$ cat src/rtl/sea_battle_pkg.sv
// Shared scan-code constants and prefix-decoder state type for the grid cursor.
package sea_battle_pkg;

  localparam logic [7:0] SC_E0    = 8'hE0;  // extended prefix
  localparam logic [7:0] SC_F0    = 8'hF0;  // break prefix
  localparam logic [7:0] SC_UP    = 8'h75;
  localparam logic [7:0] SC_DOWN  = 8'h72;
  localparam logic [7:0] SC_LEFT  = 8'h6B;
  localparam logic [7:0] SC_RIGHT = 8'h74;
  localparam logic [7:0] SC_ENTER = 8'h5A;

  typedef enum logic [1:0] {
    ST_IDLE    = 2'd0,
    ST_EXT     = 2'd1,
    ST_BRK     = 2'd2,
    ST_EXT_BRK = 2'd3
  } key_state_t;

  // True for bytes that only modify how the next byte is interpreted.
  function automatic logic is_prefix(input logic [7:0] code);
    return (code == SC_E0) || (code == SC_F0);
  endfunction

endpackage

$ cat src/rtl/ps2_key_decoder.sv
// PS/2 set-2 prefix tracker; turns make codes into one-cycle key strobes.
//
// state      | meaning
// -----------+------------------------------------------
// ST_IDLE    | no prefix pending
// ST_EXT     | E0 seen, next non-prefix byte is a make
// ST_BRK     | F0 seen, next non-prefix byte is a break
// ST_EXT_BRK | E0 F0 seen, next non-prefix byte is a break
module ps2_key_decoder
  import sea_battle_pkg::*;
(
  input  logic       clk,
  input  logic       rst,
  input  logic [7:0] key_code,
  input  logic       key_valid,
  output logic       move_up,
  output logic       move_down,
  output logic       move_left,
  output logic       move_right,
  output logic       enter
);

  key_state_t state;
  logic       is_make;

  // Prefix state advances only on qualified bytes; reset wins over key_valid.
  always_ff @(posedge clk) begin
    if (rst) begin
      state <= ST_IDLE;
    end else if (key_valid) begin
      if (key_code == SC_E0) begin
        state <= (state == ST_IDLE || state == ST_EXT) ? ST_EXT : ST_IDLE;
      end else if (key_code == SC_F0) begin
        state <= (state == ST_IDLE || state == ST_BRK) ? ST_BRK : ST_EXT_BRK;
      end else begin
        state <= ST_IDLE;
      end
    end
  end

  // Strobes are decoded from the current byte so the cursor moves on the same edge.
  always_comb begin
    is_make    = key_valid && !is_prefix(key_code) &&
                 (state == ST_IDLE || state == ST_EXT);
    move_up    = is_make && (key_code == SC_UP);
    move_down  = is_make && (key_code == SC_DOWN);
    move_left  = is_make && (key_code == SC_LEFT);
    move_right = is_make && (key_code == SC_RIGHT);
    enter      = is_make && (key_code == SC_ENTER);
  end

endmodule

$ cat src/rtl/cursor_grid_ctrl.sv
// Grid cursor driven by PS/2 arrow keys; tracks cell index and pixel origin.
module cursor_grid_ctrl
  import sea_battle_pkg::*;
#(
  parameter int GRID_X    = 320,
  parameter int GRID_Y    = 50,
  parameter int CELL_SIZE = 30,
  parameter int COLS      = 10,
  parameter int ROWS      = 10,
  parameter int WRAP_EN   = 0,
  parameter int CW        = $clog2(COLS),
  parameter int RW        = $clog2(ROWS)
) (
  input  logic          clk,
  input  logic          rst,
  input  logic [7:0]    key_code,
  input  logic          key_valid,
  input  logic          enable,
  output logic [CW-1:0] col,
  output logic [RW-1:0] row,
  output logic [9:0]    cursor_x,
  output logic [9:0]    cursor_y,
  output logic          select_valid,
  output logic [CW-1:0] select_col,
  output logic [RW-1:0] select_row
);

  // The far edge of the grid must stay inside the 10-bit pixel space.
  if (GRID_X + COLS * CELL_SIZE > 1023) begin : g_bad_x
    $error("cursor_grid_ctrl: grid exceeds 10-bit x range");
  end
  if (GRID_Y + ROWS * CELL_SIZE > 1023) begin : g_bad_y
    $error("cursor_grid_ctrl: grid exceeds 10-bit y range");
  end

  localparam logic [CW-1:0] COL_MAX = CW'(COLS - 1);
  localparam logic [RW-1:0] ROW_MAX = RW'(ROWS - 1);
  localparam logic [9:0]    X_MIN   = 10'(GRID_X);
  localparam logic [9:0]    Y_MIN   = 10'(GRID_Y);
  localparam logic [9:0]    X_MAX   = 10'(GRID_X + (COLS - 1) * CELL_SIZE);
  localparam logic [9:0]    Y_MAX   = 10'(GRID_Y + (ROWS - 1) * CELL_SIZE);
  localparam logic [9:0]    STEP    = 10'(CELL_SIZE);

  logic move_up, move_down, move_left, move_right, enter;

  ps2_key_decoder u_dec (
    .clk        (clk),
    .rst        (rst),
    .key_code   (key_code),
    .key_valid  (key_valid),
    .move_up    (move_up),
    .move_down  (move_down),
    .move_left  (move_left),
    .move_right (move_right),
    .enter      (enter)
  );

  // Index and pixel origin step together so no multiplier is needed.
  always_ff @(posedge clk) begin
    if (rst) begin
      col      <= '0;
      row      <= '0;
      cursor_x <= X_MIN;
      cursor_y <= Y_MIN;
    end else if (enable) begin
      if (move_left) begin
        if (col != '0) begin
          col      <= col - 1'b1;
          cursor_x <= cursor_x - STEP;
        end else if (WRAP_EN != 0) begin
          col      <= COL_MAX;
          cursor_x <= X_MAX;
        end
      end else if (move_right) begin
        if (col != COL_MAX) begin
          col      <= col + 1'b1;
          cursor_x <= cursor_x + STEP;
        end else if (WRAP_EN != 0) begin
          col      <= '0;
          cursor_x <= X_MIN;
        end
      end else if (move_up) begin
        if (row != '0) begin
          row      <= row - 1'b1;
          cursor_y <= cursor_y - STEP;
        end else if (WRAP_EN != 0) begin
          row      <= ROW_MAX;
          cursor_y <= Y_MAX;
        end
      end else if (move_down) begin
        if (row != ROW_MAX) begin
          row      <= row + 1'b1;
          cursor_y <= cursor_y + STEP;
        end else if (WRAP_EN != 0) begin
          row      <= '0;
          cursor_y <= Y_MIN;
        end
      end
    end
  end

  // Enter is acted on immediately or dropped; nothing is held for later.
  always_ff @(posedge clk) begin
    if (rst) begin
      select_valid <= 1'b0;
      select_col   <= '0;
      select_row   <= '0;
    end else begin
      select_valid <= enable && enter;
      if (enable && enter) begin
        select_col <= col;
        select_row <= row;
      end
    end
  end

endmodule

$ cat config.mk
export PLATFORM = sky130hd
export DESIGN_NAME = cursor_grid_ctrl
export DESIGN_NICKNAME = d
export VERILOG_FILES = /design/src/rtl/sea_battle_pkg.sv /design/src/rtl/ps2_key_decoder.sv /design/src/rtl/cursor_grid_ctrl.sv
export SDC_FILE = /design/constraint.sdc
export NUM_CORES = 1
export LEC_CHECK = 0
export ABC_CLOCK_PERIOD_IN_PS = 3900
export CORE_AREA = 2 2 75 77
export CTS_CLUSTER_DIAMETER = 50
export CTS_CLUSTER_SIZE = 24
export DETAILED_ROUTE_END_ITERATION = 6
export DIE_AREA = 0 0 77 79
export HOLD_SLACK_MARGIN = 0.12
export MAX_ROUTING_LAYER = met4
export PLACE_DENSITY_LB_ADDON = 0.08
export SETUP_SLACK_MARGIN = 0.02
export SYNTH_ARGS = -nofsm -noshare
export SYNTH_HDL_FRONTEND = slang
export SYNTH_SLANG_ARGS = --single-unit
$ cat constraint.sdc
create_clock -name clk -period 3.9 [get_ports clk]
set_input_delay 1.17 -clock clk [delete_from_list [all_inputs] [get_ports clk]]
set_output_delay 1.17 -clock clk [all_outputs]
set_load 0.02 [all_outputs]
; ---- Word-level counts from Yosys, hierarchy flattened
; Index checks and enable logic that the tools add are counted.
[totals]
register_bits = 39
out_inout_bits = 37
word_cells = 72
[op_classes]
add_sub_neg = 8
eq_ne = 13
n_mux = 20
bitwise_logic = 2
reduce_logical = 21
[op_table]
columns = cell, count
row1 = two-way mux 10 bit, 8
row2 = "equality test 8 x 7 -> 1 bit, second input constant", 5
row3 = two-way mux 4 bit, 8
row4 = "adder 10 x 5 -> 10 bit, second input constant", 2
row5 = "subtractor 10 x 5 -> 10 bit, second input constant", 2
row6 = "equality test 8 bit, second input constant", 2
row7 = "adder 4 x 1 -> 4 bit, second input constant", 2
row8 = logical AND 1 bit, 8
row9 = "inequality test 4 bit, second input constant", 2
row10 = nonzero test 2 bit, 4
row11 = nonzero test 4 bit, 2
row12 = "subtractor 4 x 1 -> 4 bit, second input constant", 2
row13 = AND reduction 6 bit, 1
row14 = two-way mux 2 bit, 2
row15 = "inequality test 2 x 1 -> 1 bit, second input constant", 2
row16 = AND reduction 4 bit, 1
row17 = logical OR 1 bit, 3
row18 = "equality test 2 x 1 -> 1 bit, second input constant", 1
row19 = "equality test 2 bit, second input constant", 1
row20 = zero test 2 bit, 1
row21 = two-way mux 1 bit, 2
row22 = inverter 1 bit, 2
row23 = zero test 1 bit, 1

; ---- Depth between registers and ports, before layout
[logic_depth]
ltp_word = 8
ltp_mapped = 10
ltp_nobuf = 10

; ---- By module
; From an unflattened synthesis, not the netlist that was laid out.
[hier_totals]
cells_unflattened = 274
area_unflattened_um2 = 2301.0
[by_module_without_submodules]
columns = mod, instances, cells_each, area_per_inst_um2
row1 = cursor_grid_ctrl, 1, 254, 2143.3
row2 = ps2_key_decoder, 1, 20, 157.7

; ---- Worst setup path after synthesis
; No wires, ideal clock.
[synth_path]
kind = input-to-reg
start = in key_code[7]
end = reg cursor_y[9]
t_arrival_ps = 3680
slack_ps = 97
path_stages = 10
n_path_buf = 1
cell_sequence = or4b_4 or3_1 buf_2 inv_2 ha_1 or2_2 a21o_1 o31ai_1 mux2i_1 mux2_1
[synth_via]
elab_chain_cells = 8
[synth_rtl]
columns = element, line
row1 = start: declaration, cursor_grid_ctrl.sv:16  ; input logic [7:0] key_code,
row2 = equality test 8 bit, sea_battle_pkg.sv:21  ; return (code == SC_E0) || (code == SC_F0);
row3 = logical OR 1 bit, sea_battle_pkg.sv:21
row4 = zero test 1 bit, ps2_key_decoder.sv:43  ; is_make = key_valid && !is_prefix(key_code) &&
row5 = logical AND 1 bit (2 in a row), ps2_key_decoder.sv:43
row6 = "logical AND 1 bit, on equally long branches", n/a
row7 = inequality test 2 x 1 -> 1 bit (no line) (tied with other cells), n/a
row8 = AND reduction 6 bit (no line), n/a
row9 = end signal: assignment, cursor_grid_ctrl.sv:85  ; cursor_y <= cursor_y - STEP;
row10 = end signal: assignment, cursor_grid_ctrl.sv:93  ; cursor_y <= cursor_y + STEP;
row11 = end: declaration, cursor_grid_ctrl.sv:22  ; output logic [9:0] cursor_y,
; Parallel ways exist; a longest one is shown, timed or not.
; A chain may end at the register's enable or synchronous reset.

; ---- Worst setup path in the final report
[layout_path]
start = in key_code[1]
end = reg cursor_y[9]
; Same word-level chain as after synthesis.

==> results.toml <==
[global_routing]
antenna_found_initial = 0
grt_overflow_total = 0
grt_pass1_vias = 2067
track_usage_pct = 19.93
grt_max_degree = 36
grt_pass1_wl_mm = 9.508

[worst_setup_path]
reg2reg_depth = 9
worstSetupStartpoint = "key_code[1]"
worstPathMaxFanout = 7
critPathMaxStageDelay_ps = 530
crit_buf_inv = 2
cp-endpoint = "cursor_y[9]$_SDFFE_PP0P_"
r2r_slack_ps = 1480
cp.depth = 10
reg2reg_to = "cursor_y[9]$_SDFFE_PP0P_"
end_kind = "flip-flop"
cp-start-kind = "input port"
cp_slowest_cell = "or4b_4"
setup.worst_path.class = "input port to flip-flop"
critPathRequiredTime_ps = 4080
cp_cell_sequence = "clkdlybuf4s50_1 -> or4b_4 -> or3_4 -> inv_6 -> ha_4 -> or2_2 -> a21o_1 -> o31ai_2 -> mux2i_1 -> mux2_1"
worst_path_dominant_cell_family = "simple AND/OR/NAND/NOR gates"
timing.rr.start = "u_dec.state[1]$_SDFFE_PP0P_"
crit_arrival_ps = 4030

[sta]
fin_crit_sh_pct = 98.61
worst_slack_ps = 54.21
max_freq_mhz = 260.0
setup_viol = 0
hold-worst-slack_ps = 474.7
slew_viol_final = 0
grt_setup_unrepaired = "true"
skew_ps = 8.499
maxSlewHeadroom_pct = 63.27
finalCriticalPeriod_ps = 3846
hold_viol_final = 0
setup-tns-final_ps = 0
tightest_slew_ps = 543.5

[placement]
port-buffer-count = 46
dp.final_hpwl_mm = 4.314
place_area_sq_um = 3184
pre_cts_ws_ps = -373.1
gp_congestion = 0.8546

[synth]
ys_async_sr_fraction_pct = 0
ys_seq_area_share_pct = 30.54
synth_top_area_cell = "dfxtp_1"
synth_cell_type_count = 58
synth_warnings = 0
syn-instance-count = 272
synth_area_sq_um = 2360
synth_edf_count = 0
ys_ff_latch = 36
synthTopCellsByArea = "dfxtp_1 (31%), ha_1 (9.5%), mux2i_1 (5.1%)"
syn_avg_cell_area_sq_um = 8.676
ys.flop_type = "dfxtp_1"
synth_top_area_share_pct = 30.54

[detailed_routing]
drc_errors = 0
drtIter0Drc = 26
first_pass_iters = 4
vias_per_cell = 5.241
wl_per_cell_um = 13.61
ant_nets = 0
num_vias = 2259
routed_wl_mm = 5.867

[die]
rows = 27
die_w_um = 77
die_h_um = 79
die_area_sq_um = 6083
start_util_pct = 44.21
ioPinCount = 49
core-area_sq_um = 5338

[cts]
cts_made_buffers = 5
cts_max_path_buffers = 2
cts_tree = "built"
cts_sinks = 36
clk_pin_slew_ps = 70
holdBufCountCts = 0
root_buffer = "clkbuf_8"
cts_setup_buffers = 0
clk_latency_ps = 290
h-tree-depth = 2

[layout]
num_antenna_cells = 0
syn2layout_area_growth_pct = 41.25
fin_area_sq_um = 3333
drive_gt1_share_pct = 20.33
final_net_count = 393
finish.utilization_pct = 62.45

[pwr]
switchingPower_mw = 0.1593
power_density_nw_per_um2 = 212.2
power_frac_clock_pct = 41.5
power_leakage_nw = 1.340
vdd_drop_max_mv = 0.1836
p_comb_share_pct = 6.5
seq_power_share_pct = 52.0
intPower_mw = 0.5479
swShare_pct = 22.52

[worst_hold_path]
hp-class = "flip-flop to flip-flop"

[flow_run]
max-cap-violations = 0

[run_status]
status = "complete, no violations"
## kinds of logic after synthesis
family	count (synthesis)	share of synthesized area (%)
DFF	36	30.54
adders and majority gates	22	12.94
other	1	0.1589
AOI/OAI and AO/OA	67	19.30
and+or+nand+nor	98	22.91
xor gates and xnor gates	9	3.341
muxes	14	6.045
buffers and inverters	25	4.771
## per-stage QoR
stage               power [mW]  cells
floorplan               0.3971    273
global placement        0.4219    424
finish                  0.7072    431
detailed placement      0.4220    424
global route            0.7361    431
CTS                     0.7148    431
## per-layer routing
metal | part of all wire (%) | up-vias | GRT usage, %
li1 | - | 1147 | -
met1 | 45 | 1073 | 23.20
met2 | 51 | 32 | 35.53
met3 | 2.8 | 7 | 3.409
met4 | 1.2 | 0 | 5.893
met5 | 0 | - | -
## cells in the mapped netlist, types with 2 or more instances
master	n
dfxtp_1	36
nor2_1	31
nand2_1	19
ha_1	18
a21oi_1	15
inv_1	13
mux2i_1	12
o21ai_0	10
a211oi_1	9
xnor2_1	8
a21o_1	6
nand3_1	6
nand2b_1	5
o21a_1	5
clkbuf_1	4
fa_1	4
nor2b_1	4
o211ai_1	4
or3_1	4
and2_1	3
buf_2	3
nor3_1	3
nor4_1	3
or2_2	3
a211o_1	2
a31oi_1	2
buf_4	2
nand3b_1	2
nand4bb_1	2
nor3_2	2
nor4bb_1	2
o2111ai_1	2
o311ai_0	2
o31ai_1	2
## power by group through the flow
stage | Combinational [mW] | Sequential (mW) | Clock [mW]
finish | 0.0459 | 0.368 | 0.294
detailed placement | 0.0456 | 0.376 | 0
global placement | 0.0456 | 0.376 | 0
CTS | 0.0460 | 0.368 | 0.301
floorplan | 0.0206 | 0.377 | 0
global route | 0.0497 | 0.368 | 0.319
## worst min-delay path: cells and delay by family, from the launching register on
family	cells	cell delay (ps)
AOI/OAI and AO/OA	1	50
DFF	1	320
and+or+nand+nor	1	60
## sequential cells by signal (all words and copies together), names as in the netlist
name and flops:
cursor_x 9, cursor_y 9, col 4, row 4, select_col 4, select_row 4
select_valid 1, u_dec.state 1
## worst min path at each step
| stage | startpoint | to | slack (ps) | cells past startpoint |
|---|---|---|---|---|
| 6_report | cursor_x[3]$_SDFFE_PP0P_ | cursor_x[3]$_SDFFE_PP0P_ | 470 | 2 |
| 2_1_floorplan | u_dec.state[1]$_SDFFE_PP0P_ | u_dec.state[1]$_SDFFE_PP0P_ | 470 | 2 |
| 3_5_place_dp | cursor_x[5]$_SDFFE_PP0P_ | cursor_x[5]$_SDFFE_PP0P_ | 470 | 2 |
| 3_3_place_gp | cursor_x[5]$_SDFFE_PP0P_ | cursor_x[5]$_SDFFE_PP0P_ | 460 | 2 |
| 4_1_cts | cursor_x[5]$_SDFFE_PP0P_ | cursor_x[5]$_SDFFE_PP0P_ | 480 | 2 |
| 5_1_grt | cursor_x[5]$_SDFFE_PP0P_ | cursor_x[5]$_SDFFE_PP0P_ | 500 | 2 |
## layout by cell type, fill, tap and decap left out, types with 4 or more instances in the layout
master           instances
clkdlybuf4s50_1         45
buf_4                   44
dfxtp_1                 36
nor2_1                  31
nand2_1                 19
ha_1                    16
a21oi_1                 15
inv_1                   12
mux2i_1                 12
o21ai_0                 10
xnor2_1                  8
a211oi_1                 7
clkbuf_8                 7
a21o_1                   6
nand3_1                  6
nand2b_1                 5
o21a_1                   5
nor2b_1                  4
o211ai_1                 4
fa_1                     4
## layout make-up
type | count | area (sq um)
Fill cell | 514 | 2004
Clock buffer | 7 | 96.34
Timing Repair Buffer | 90 | 793.3
Multi-Input combinational cell | 212 | 1575
Inverter | 14 | 57.56
Tap cell | 72 | 90.09
Sequential cell | 36 | 720.7
## what timing repair did
item	4_1_cts	5_1_grt
pin swaps	0	3
gates resized for setup	2	9
endpoints found under the setup margin	1	4
Power figures use the tool's default switching activity.
==> RTL edit 1: new RTL, config.mk and constraints unchanged <==
`COLS`: 10 -> 12.
--- a/src/rtl/cursor_grid_ctrl.sv
+++ b/src/rtl/cursor_grid_ctrl.sv
@@ -6,5 +6,5 @@
   parameter int GRID_Y    = 50,
   parameter int CELL_SIZE = 30,
-  parameter int COLS      = 10,
+  parameter int COLS      = 12,
   parameter int ROWS      = 10,
   parameter int WRAP_EN   = 0,
Function: no difference found for any inputs over 4 cycles, from zero or initial values and one cycle with rst high; that may be too few to reach the edited logic, so the function may still have changed.
==> RTL edit 1 against the original RTL <==
First-iteration DRC count up 110%. Count of clock-buffer cells in the layout down 2. Total power up 4.8%. Clock power up 13%. Worst hold slack better by 0.013 ns. Sequential cell count unchanged. Setup slack better by 0.26 ns. Combinational power down 11%. Register-to-register slack worse by 0.15 ns. Final area down 9.1%. Global-route usage down 2.2 points. Synthesized cell count down 4.4%. Area after synthesis down 0.95%. Wire length down 16%. Largest cell class unchanged.
==> RTL edit 1: results (changes against the original RTL) <==
| Metric | Value |
|---|---|
| Main area contributors after synthesis | `dfxtp_1 31%, ha_1 9.6%, mux2i_1 8.1%` |
| Pin count of the biggest net entering global routing | `20 (-44%)` |
| Hold_sp | `u_dec.state[1]$_SDFFE_PP0P_` |
| Status | `completed` |
| Syn avg cell area | `8.99 sq um (+3.6%)` |
| Pleak | `0.00125 uW (-6.5%)` |
| WHS | `0.488 ns (+0.0133 ns)` |
| Reg power frac | `49.6% (-2.4 points)` |
| Clock Power Share | `44.9% (+3.4 points)` |
| Period utilization | `92.0% (-6.6 points)` |
| Max VDD drop | `141 uV (-23%)` |
| Initial DRC Count | `55 (+110%)` |
| Total Power | `741 uW (+4.8%)` |
| Synth cell count leaders | `37 x nor2_1, 36 x dfxtp_1, 19 x mux2i_1` |
| Met3 Use GR | `3.64% (+0.23 points)` |
| M2 GR Usage | `27.7% (-7.8 points)` |
| Post-Place Setup Slack | `-0.0332 ns (+0.340 ns)` |
| Net Sw Frac | `22.3% (-0.27 points)` |
| Met1 usage | `23.7% (+0.46 points)` |
| Post-synthesis adder-cell area fraction | `13.1% (+0.12 points)` |
| DR WL met2 | `2230 microns (-25%)` |
| Mean routed wirelength per cell | `12.7 microns (-6.7%)` |
| First-pass GRT wire length | `8700 microns (-8.5%)` |
| Post-CTS Resized | `0 (-2)` |
| Worst r2r dst | `cursor_x[9]$_SDFFE_PP0P_` |
| GPL Wtd Cong | `0.826 (-3.3%)` |
| Compound-Gate Fraction of Synth Area | `11.5% (-7.8 points)` |
| Met3 WL | `205 microns (+25%)` |
| Clk_skew | `0.00928 ns (+0.000786 ns)` |
| Worst Hold End | `u_dec.state[1]$_SDFFE_PP0P_` |
| Share of layout cells above drive strength 1 | `10.1% (-10 points)` |
| Placed cells | `380 (-10%)` |
| Post-DP Area | `2920 sq um (-8.3%)` |
| Met1 Wirelength | `2430 microns (-8.0%)` |
| Number of global-route vias before repair | `1897 (-8.2%)` |
| HPWL after DPL | `3740 microns (-13%)` |
| Critical path arrival | `3.81 ns (-0.22 ns)` |
[RTL edit 1: changes by cell type after synthesis, moves of 3 or more]
cell / before / now
a211oi_1: 9 / 4
a21o_1: 6 / 2
buf_4: 2 / 5
mux2i_1: 12 / 19
nand2_1: 19 / 9
nor2_1: 31 / 37
o21a_1: 5 / 1
o21ai_0: 10 / 5
xnor2_1: 8 / 18
xor2_1: 1 / 5
[RTL edit 1: final cells by class]
cell class,count,area [sq um]
Inverter,14,52.6
Timing Repair Buffer,58,551
Fill cell,531,2310
Clock buffer,5,68.8
Sequential cell,36,721
Clock inverter,3,42.5
Multi-Input combinational cell,200,1510
Tap cell,72,90.1
[RTL edit 1: worst max-delay path, cell delays in order]
cell and delay, ns:
clkdlybuf4s50_1 0.56, nand3b_4 0.12, nor4b_4 0.31, inv_1 0.16, ha_1 0.37, nand2b_1 0.12
a21oi_1 0.10, o31ai_1 0.32, xnor2_1 0.12, or3_1 0.31, a21oi_1 0.14
==> RTL edit 2: new RTL, same flow settings <==
Made on the original files. Encoding of `key_state_t`: now Gray code (2 bits for 4 states).
--- a/src/rtl/sea_battle_pkg.sv
+++ b/src/rtl/sea_battle_pkg.sv
@@ -11,8 +11,8 @@
 
   typedef enum logic [1:0] {
-    ST_IDLE    = 2'd0,
-    ST_EXT     = 2'd1,
-    ST_BRK     = 2'd2,
-    ST_EXT_BRK = 2'd3
+    ST_IDLE    = 2'b00,
+    ST_EXT     = 2'b01,
+    ST_BRK     = 2'b11,
+    ST_EXT_BRK = 2'b10
   } key_state_t;
 
Behaviour: same outputs for any inputs over 4 cycles, from zero or initial values and one cycle with rst high; so few cycles prove little.
==> RTL edit 2 against the original RTL <==
Sequential share of layout area is 0.27 points lower. Total power is 9.3% higher. Non-clock buffer count is 9 higher. Die area stayed put. First-iteration DRC count is 100% higher. Setup slack better by 0.032 ns. Wire length is 1.6% higher. Sequential cell count is 1 higher. Area after synthesis is 0.80% higher. Combinational power is 19% higher. Worst hold slack worse by 0.0089 ns. Final area is 4.1% higher. Critical endpoint is now cursor_x[8]$_SDFFE_PP1P_. Highest routed layer unchanged.
==> RTL edit 2: results (changes against the original RTL) <==
| Metric | Value |
|---|---|
| Status | `completed` |
| Worst Hold End | `u_dec.state[1]$_SDFFE_PP0P_` |
| Tot GR Track Use | `21.0% (+1.1 points)` |
| Crit-path max FO | `4 (-3)` |
| Hold-fix buffers at CTS | `0 (unchanged)` |
| Main area contributors after synthesis | `dfxtp_1 31%, ha_1 11%, nor2_1 6.2%` |
| Max VDD drop | `150 uV (-18%)` |
| Vias per cell | `4.98 (-4.9%)` |
| Critical R2R Launch | `u_dec.state[0]$_SDFFE_PP0P_` |
| Flop-to-flop setup slack | `0.85 ns (-0.63 ns)` |
| Clk_skew | `0.00543 ns (-0.00306 ns)` |
| Critical Path Sink | `cursor_x[8]$_SDFFE_PP1P_` |
| Seq pwr | `378 uW (+3%)` |
| Pin count of the biggest net entering global routing | `36 (unchanged)` |
| First-pass GRT wire length | `10000 microns (+5.7%)` |
| Buffers excl. clock | `99 (+10%)` |
| #MultiIn Comb | `213 (+0.47%)` |
| Switch Pwr | `177 uW (+11%)` |
| Count of different cell masters after synthesis | `52 (-10%)` |
| Max clock buf depth | `2 (unchanged)` |
| Pleak | `0.00141 uW (+5.0%)` |
| Layout clock area frac | `3.32% (+0.43 points)` |
| Fillers | `505 (-1.8%)` |
| # Post-CTS Setup Buffers | `0 (unchanged)` |
| Post-synthesis adder-cell area fraction | `13.9% (+0.95 points)` |
| Critical path arrival | `4.02 ns (about the same)` |
| Nonclk inv count | `19 (+5)` |
| GPL Wtd Cong | `0.833 (-2.5%)` |
| Number of sequential cells | `37 (+2.8%)` |
| Slew Limit Headroom | `65.6% (+2.3 points)` |
| Final nets | `411 (+4.6%)` |
| Number of global-route vias before repair | `2191 (+6.0%)` |
| Post-Place Setup Slack | `-0.273 ns (+0.100 ns)` |
| Syn Inst Count | `278 (+2.2%)` |
| Mux cell area share after synthesis | `5.58% (-0.47 points)` |
| Final WS setup | `0.0857 ns (+0.0315 ns)` |
| Hold_sp | `u_dec.state[1]$_SDFFE_PP0P_` |
| Multi-input gate area | `1590 sq um (+1.1%)` |
| HPWL after DPL | `4520 microns (+4.8%)` |
| Placed cells | `439 (+3.5%)` |
| XOR/XNOR share of the synthesized area | `5.52% (+2.2 points)` |
| Initial DRC Count | `53 (+100%)` |
==> RTL edit 2: cell types whose count changed in the layout (fill, tap and decap cells not counted), moves of 3 or more <==
| cell | change |
|---|---|
| nor2_1 | +8 |
| inv_1 | +6 |
| nor3_1 | +4 |
| xor2_1 | +7 |
| or2_2 | -3 |
| ha_1 | +3 |
| o21a_1 | +3 |
| nand2_1 | -8 |
| a211oi_1 | -4 |
| buf_4 | +9 |
| a21oi_1 | +6 |
==> RTL edit 2: routing by layer <==
layer	track usage [%]	vias up	share of wire, %
met5	-	-	0
met4	5.18	0	1.2
met3	3.75	7	3.1
met2	32.1	35	45
met1	29.1	1014	51
li1	-	1176	-
==> RTL edit 2: worst register-to-register path: cells and delay by family (launching register included) <==
| family | cells | cell delay (ns) |
|---|---|---|
| compound gates | 4 | 0.95 |
| fa+ha+maj | 2 | 0.61 |
| buf+inv | 2 | 0.23 |
| flops | 1 | 0.36 |
| mux | 2 | 0.57 |
| simple gates | 2 | 0.25 |
